**config.mk**
```make
export PLATFORM = sky130hd
export DESIGN_NAME = mem_access_sequencer_flat
export DESIGN_NICKNAME = d
export VERILOG_FILES = /design/src/rtl/mem_seq_pkg.sv /design/src/rtl/mem_access_sequencer_if.sv /design/src/rtl/mem_access_sequencer.sv /design/src/flat_wrapper.sv
export SDC_FILE = /design/constraint.sdc
export NUM_CORES = 1
export LEC_CHECK = 0
export ABC_AREA = 1
export CORE_UTILIZATION = 41
export CTS_CLUSTER_SIZE = 16
export DETAILED_ROUTE_END_ITERATION = 10
export PLACE_DENSITY = 0.84
export SKIP_CTS_REPAIR_TIMING = 1
export SLEW_MARGIN = 30
export SYNTH_ARGS = -nofsm -noshare
export SYNTH_HDL_FRONTEND = slang
export SYNTH_SLANG_ARGS = --single-unit
```
**constraint.sdc**
```tcl
create_clock -name clk -period 1.9 [get_ports clk]
set_input_delay 0.38 -clock clk [delete_from_list [all_inputs] [get_ports clk]]
set_output_delay 0.38 -clock clk [all_outputs]
set_load 0.05 [all_outputs]
```
**src/rtl/mem_seq_pkg.sv**
```systemverilog
// Shared definitions for the memory access sequencer and the datapath size handler.
// The op codes here are the size-handler select encoding, so both blocks decode them the same way.
package mem_seq_pkg;

  typedef logic [2:0] op_t;

  localparam op_t OP_SB    = 3'b000;
  localparam op_t OP_SW    = 3'b001;
  localparam op_t OP_SH    = 3'b010;
  localparam op_t OP_LB    = 3'b011;
  localparam op_t OP_LW    = 3'b100;
  localparam op_t OP_LH    = 3'b101;
  localparam op_t SEL_IDLE = 3'b111;

  typedef enum logic [2:0] {
    ST_IDLE    = 3'd0,
    ST_READ    = 3'd1,
    ST_CAPTURE = 3'd2,
    ST_WRITE   = 3'd3,
    ST_DONE    = 3'd4,
    ST_ERR     = 3'd5
  } state_t;

  function automatic logic is_load(op_t op);
    return (op == OP_LB) || (op == OP_LW) || (op == OP_LH);
  endfunction

  // Alignment and op legality; the low address bits are the only ones that matter.
  function automatic logic access_ok(op_t op, logic [1:0] a);
    logic ok;
    case (op)
      OP_SW, OP_LW: ok = (a == 2'b00);
      OP_SH, OP_LH: ok = ~a[0];
      OP_SB, OP_LB: ok = 1'b1;
      default:      ok = 1'b0;
    endcase
    return ok;
  endfunction

endpackage

```
**src/rtl/mem_access_sequencer_if.sv**
```systemverilog
// Control-unit request / memory-side bundle of the memory access sequencer.
// master = control unit side, slave = sequencer side.
interface mem_access_sequencer_if;
  import mem_seq_pkg::*;

  logic        start;
  op_t         op;
  logic [31:0] addr_in;
  logic        busy;
  logic        done;
  logic        fault;
  logic [31:0] mem_addr;
  logic        mem_wr;
  op_t         sh_sel;
  logic        mdr_we;

  modport master (
    output start, op, addr_in,
    input  busy, done, fault, mem_addr, mem_wr, sh_sel, mdr_we
  );

  modport slave (
    input  start, op, addr_in,
    output busy, done, fault, mem_addr, mem_wr, sh_sel, mdr_we
  );
endinterface

```
**src/rtl/mem_access_sequencer.sv**
```systemverilog
// Multicycle load/store sequencer: drives memory address/write enable and the size-handler
// select; sub-word stores are done as read-modify-write.
module mem_access_sequencer
  import mem_seq_pkg::*;
#(
  parameter int MEM_LAT = 1
) (
  input logic                  clk,
  input logic                  reset,
  mem_access_sequencer_if.slave bus
);

  // state   | meaning
  // IDLE    | waiting for start; sh_sel inert
  // READ    | memory read in flight, counting MEM_LAT cycles
  // CAPTURE | load data valid at size handler; load MDR
  // WRITE   | write merged/full word to memory
  // DONE    | completion pulse
  // ERR     | refused access: done + fault, no memory side effects

  localparam logic [1:0] CNT_LOAD = 2'(MEM_LAT - 1);

  state_t      state_q, state_d;
  op_t         op_q;
  logic [31:0] addr_q;
  logic [1:0]  cnt_q, cnt_d;

  always_ff @(posedge clk or posedge reset) begin
    if (reset) begin
      state_q <= ST_IDLE;
      op_q    <= OP_SB;
      addr_q  <= '0;
      cnt_q   <= '0;
    end else begin
      state_q <= state_d;
      cnt_q   <= cnt_d;
      if (state_q == ST_IDLE && bus.start) begin
        op_q   <= bus.op;
        addr_q <= bus.addr_in;
      end
    end
  end

  always_comb begin
    state_d      = state_q;
    cnt_d        = cnt_q;
    bus.busy     = 1'b1;
    bus.done     = 1'b0;
    bus.fault    = 1'b0;
    bus.mem_wr   = 1'b0;
    bus.mdr_we   = 1'b0;
    bus.sh_sel   = op_q;
    bus.mem_addr = addr_q;

    case (state_q)
      ST_IDLE: begin
        bus.busy   = 1'b0;
        bus.sh_sel = SEL_IDLE;
        if (bus.start) begin
          if (!access_ok(bus.op, bus.addr_in[1:0])) begin
            state_d = ST_ERR;
          end else if (bus.op == OP_SW) begin
            state_d = ST_WRITE;
          end else begin
            state_d = ST_READ;
            cnt_d   = CNT_LOAD;
          end
        end
      end
      ST_READ: begin
        if (cnt_q == 2'd0) begin
          state_d = is_load(op_q) ? ST_CAPTURE : ST_WRITE;
        end else begin
          cnt_d = cnt_q - 2'd1;
        end
      end
      ST_CAPTURE: begin
        bus.mdr_we = 1'b1;
        state_d    = ST_DONE;
      end
      ST_WRITE: begin
        bus.mem_wr = 1'b1;
        state_d    = ST_DONE;
      end
      ST_DONE: begin
        bus.done = 1'b1;
        state_d  = ST_IDLE;
      end
      ST_ERR: begin
        bus.done  = 1'b1;
        bus.fault = 1'b1;
        state_d   = ST_IDLE;
      end
      default: state_d = ST_IDLE;
    endcase
  end

endmodule

```
**src/flat_wrapper.sv**
```systemverilog
// flat-port wrapper written by rule: the top's interface ports become plain ports
module mem_access_sequencer_flat import mem_seq_pkg::*;
#(
  parameter int MEM_LAT = 1
)
  (clk, reset, bus_start, bus_op, bus_addr_in, bus_busy, bus_done, bus_fault, bus_mem_addr, bus_mem_wr, bus_sh_sel, bus_mdr_we);
  mem_access_sequencer_if bus_i ();
  input logic clk;
  input logic reset;
  input wire logic [$bits(bus_i.start)-1:0] bus_start;
  input wire logic [$bits(bus_i.op)-1:0] bus_op;
  input wire logic [$bits(bus_i.addr_in)-1:0] bus_addr_in;
  output wire logic [$bits(bus_i.busy)-1:0] bus_busy;
  output wire logic [$bits(bus_i.done)-1:0] bus_done;
  output wire logic [$bits(bus_i.fault)-1:0] bus_fault;
  output wire logic [$bits(bus_i.mem_addr)-1:0] bus_mem_addr;
  output wire logic [$bits(bus_i.mem_wr)-1:0] bus_mem_wr;
  output wire logic [$bits(bus_i.sh_sel)-1:0] bus_sh_sel;
  output wire logic [$bits(bus_i.mdr_we)-1:0] bus_mdr_we;
  assign bus_i.start = bus_start;
  assign bus_i.op = bus_op;
  assign bus_i.addr_in = bus_addr_in;
  assign bus_busy = bus_i.busy;
  assign bus_done = bus_i.done;
  assign bus_fault = bus_i.fault;
  assign bus_mem_addr = bus_i.mem_addr;
  assign bus_mem_wr = bus_i.mem_wr;
  assign bus_sh_sel = bus_i.sh_sel;
  assign bus_mdr_we = bus_i.mdr_we;
  mem_access_sequencer #(.MEM_LAT(MEM_LAT)) u_core (.clk(clk), .reset(reset), .bus(bus_i));
endmodule
```
==> key figures, run 1 <==
Clocking
  – CTS Buffer Depth: 2
  – Clock Pin Slew Worst Setup and Hold Paths: approximately 70 ps
  – H-tree levels: 2
  – Skew-Pair Late Insertion Delay: 290 ps
  – Num CTS Buffers: 5
  – Root buffer cell: clkbuf_8
  – TritonCTS clock tree: yes
  – Clk sinks: 40

STA
  – Final Hold Viols: 0
  – Fin Setup TNS: 0 ps
  – Clk_skew: just over 7 ps
  – Worst slew pin tran: 528.2 ps
  – Period utilization: 0.9716
  – RSZ-0062 raised after global routing: false
  – Max Slew Vio Count: 0
  – Max_slew headroom: 0.6468
  – Fin crit period: between 1500 and 2000 ps
  – Setup-failing EPs final: 0
  – Fmax: 541.7 MHz

Hold path
  – Worst Hold End: u_core.bus.mem_addr[30]
  – Hold Path Depth: 1
  – Hold Path Class: reg2reg
  – Hold_sp: u_core.bus.mem_addr[30]

Setup path
  – Critical Path Max Stage Delay: around 810 ps
  – Delay-heaviest family, CP: buffers and inverters
  – Crit-path cells: clkdlybuf4s50_1
  – R2R Path Start: u_core.state_q[0]
  – Slowest CP cell: clkdlybuf4s50_1
  – Crit path launch type: flip-flop
  – WS Path Type: reg2out
  – Buf/Inv on CP: 1
  – WP data arrival: around 1500 ps
  – CP required: around 1500 ps
  – Worst Path Max Fanout: 2
  – FF-to-FF End: u_core.bus.mem_addr[0]
  – Cell depth of the worst flop-to-flop path: 4
  – R2R setup slack: approximately 400 ps
  – Worst setup EP type: output pin

Die
  – Initial core utilization: 0.4360
  – Io pins: 78
  – DIE WIDTH: between 60 and 70 um
  – Die height: a little under 70 um
  – Core ar.: just over 0.004 mm2
  – Site Rows: 23
  – Die ar.: 0.004582 mm2

Global routing
  – First-pass GRT wire length: around 5.5 mm
  – Largest net degree at the start of global routing: a little over 40
  – Global Route Usage Sum: 0.1695
  – Initial antenna violation count: 0
  – Vias in the first global route: approximately 1200
  – Overflow after GRT: 0

Drt
  – Detailed Route Iter0 Violations: between 60 and 70
  – WL/cell: between 10 and 15 um
  – Via-to-Cell Ratio: 4.719
  – Final WL: around 3.6 mm
  – Via count: between 1000 and 1500
  – DRC: 0
  – 1st-pass router iterations: 4
  – Post-DRT Antenna Nets: 0

Yosys
  – Ys Warns: 0
  – Yosys reg bits: 40
  – Yosys cell types: 15
  – Post-Syn Area per Cell: between 10 and 15 um2
  – Dominant cell type by area after synthesis: dfrtp_1
  – Mapped Cells: between 100 and 150
  – Yosys top cell area share: 0.5658
  – Post-Syn Area: 0.001769 mm2
  – Synthesized net count: roughly 190
  – Post-synthesis sequential area ratio: 0.5658
  – Synth area leaders: dfrtp_1, mux2_4, mux2_2

Place
  – GPL Wtd Cong: about 0.8
  – # port buffers: 77
  – Hpwl dp: 2.778 mm

Finish
  – Fillers: between 300 and 400
  – Layout cells sized above 1: 0.2424
  – NumNets Final: 270
  – Area grow syn2layout: 55.23%
  – Ant diodes: 0

Status
  – Status: complete, no violations

Flow run
  – Maxcap violations: 0
[cells by family (layout without fill, tap and decap cells)]
group,count (synthesis),in the layout,synth area share
buffers and inverters,19,102,0.05374
flip-flops,40,40,0.5658
AO/OA/AOI/OAI,9,9,0.02546
adder cells (fa/ha/maj),1,1,0.007071
multiplexers,32,32,0.2334
AND/OR/NAND/NOR,47,47,0.1146
[metal layers]
metal,GRT usage,wire length [um]
met2,0.2649,1785
met5,0,0
met1,0.2121,1532
met4,0.07181,60
met3,0.05743,265
[synth_stat cells (all sizes together)]
cell type,instances
inv,15
nand3,7
nor2,9
nand2,29
dfrtp,40
ha,1
mux2,32
buf,4
a21oi,3
or2,1
o21ai,6
nor3,1
[layout make-up]
class / count / area [um2] / area share
Timing Repair Buffer: 80 / 875.8 / 0.3189
Tap cell: 50 / 62.56 / 0.02278
Clock buffer: 6 / 72.57 / 0.02642
Clock inverter: 1 / 5.005 / 0.001822
Multi-Input combinational cell: 89 / 673.1 / 0.2451
Inverter: 15 / 56.30 / 0.02050
Sequential cell: 40 / 1001 / 0.3645
[through the flow]
| step | instances | instance area, um2 | hold WS [ps] | utilization | worst slack [ps] |
|---|---|---|---|---|---|
| floorplan | 148 | 1769 | 441.9 | - | 129.6 |
| global placement | 274 | 2669 | 459.5 | 0.6577 | 246.9 |
| detailed placement | 274 | 2669 | 489.4 | 0.6577 | 180.2 |
| CTS | 281 | 2746 | 506.2 | 0.6768 | 37.85 |
| global route | 281 | 2746 | 516.4 | 0.6768 | 6.289 |
| finish | 281 | 2746 | 503.8 | 0.6768 | 53.92 |
[registers in the layout, summed over array words and instances, names as in the netlist]
name	count
u_core.op_q	3
u_core.cnt_q	2
u_core.bus.mem_addr	32
u_core.state_q	3
[worst max path at each step]
stage,startpoint,endpoint,slack (ps),cells after the start
global placement,bus_start,u_core.bus.mem_addr[25],250,4
finish,u_core.bus.mem_addr[12],bus_mem_addr[12],50,1
CTS,u_core.bus.mem_addr[25],bus_mem_addr[25],40,1
detailed placement,bus_op[2],u_core.cnt_q[1],180,10
global route,u_core.bus.mem_addr[3],bus_mem_addr[3],6,1
floorplan,u_core.state_q[0],bus_sh_sel[1],130,3
[cell usage in the layout (no fill, tap or decap)]
| cell | count |
|---|---|
| buf_12 | 9 |
| nand2_1 | 28 |
| mux2_4 | 14 |
| or2_2 | 1 |
| dfrtp_1 | 40 |
| clkdlybuf4s50_1 | 65 |
| a21oi_1 | 3 |
| clkbuf_8 | 5 |
| nand3_1 | 7 |
| clkinv_2 | 1 |
| inv_1 | 15 |
| ha_1 | 1 |
| buf_4 | 6 |
| mux2_2 | 18 |
| o21ai_0 | 6 |
| nor2_1 | 9 |
| nor3_4 | 1 |
| nand2_2 | 1 |
| clkbuf_1 | 1 |
Power of run 1 is left out: the tool's default activity adds up to more than one toggle a clock period on the data nets, which glitch-free logic cannot reach.
==> inputs of run 2 (changes only) <==
--- a/config.mk
+++ b/config.mk
@@ -11,7 +11,7 @@
 export DETAILED_ROUTE_END_ITERATION = 10
 export PLACE_DENSITY = 0.84
 export SKIP_CTS_REPAIR_TIMING = 1
-export SLEW_MARGIN = 30
+export SLEW_MARGIN = 10
 export SYNTH_ARGS = -nofsm -noshare
 export SYNTH_HDL_FRONTEND = slang
 export SYNTH_SLANG_ARGS = --single-unit
==> results of run 2 <==
The final DEF is identical to that of run 1; final timing and power are the same.
Power of run 2 is left out for the same reason.
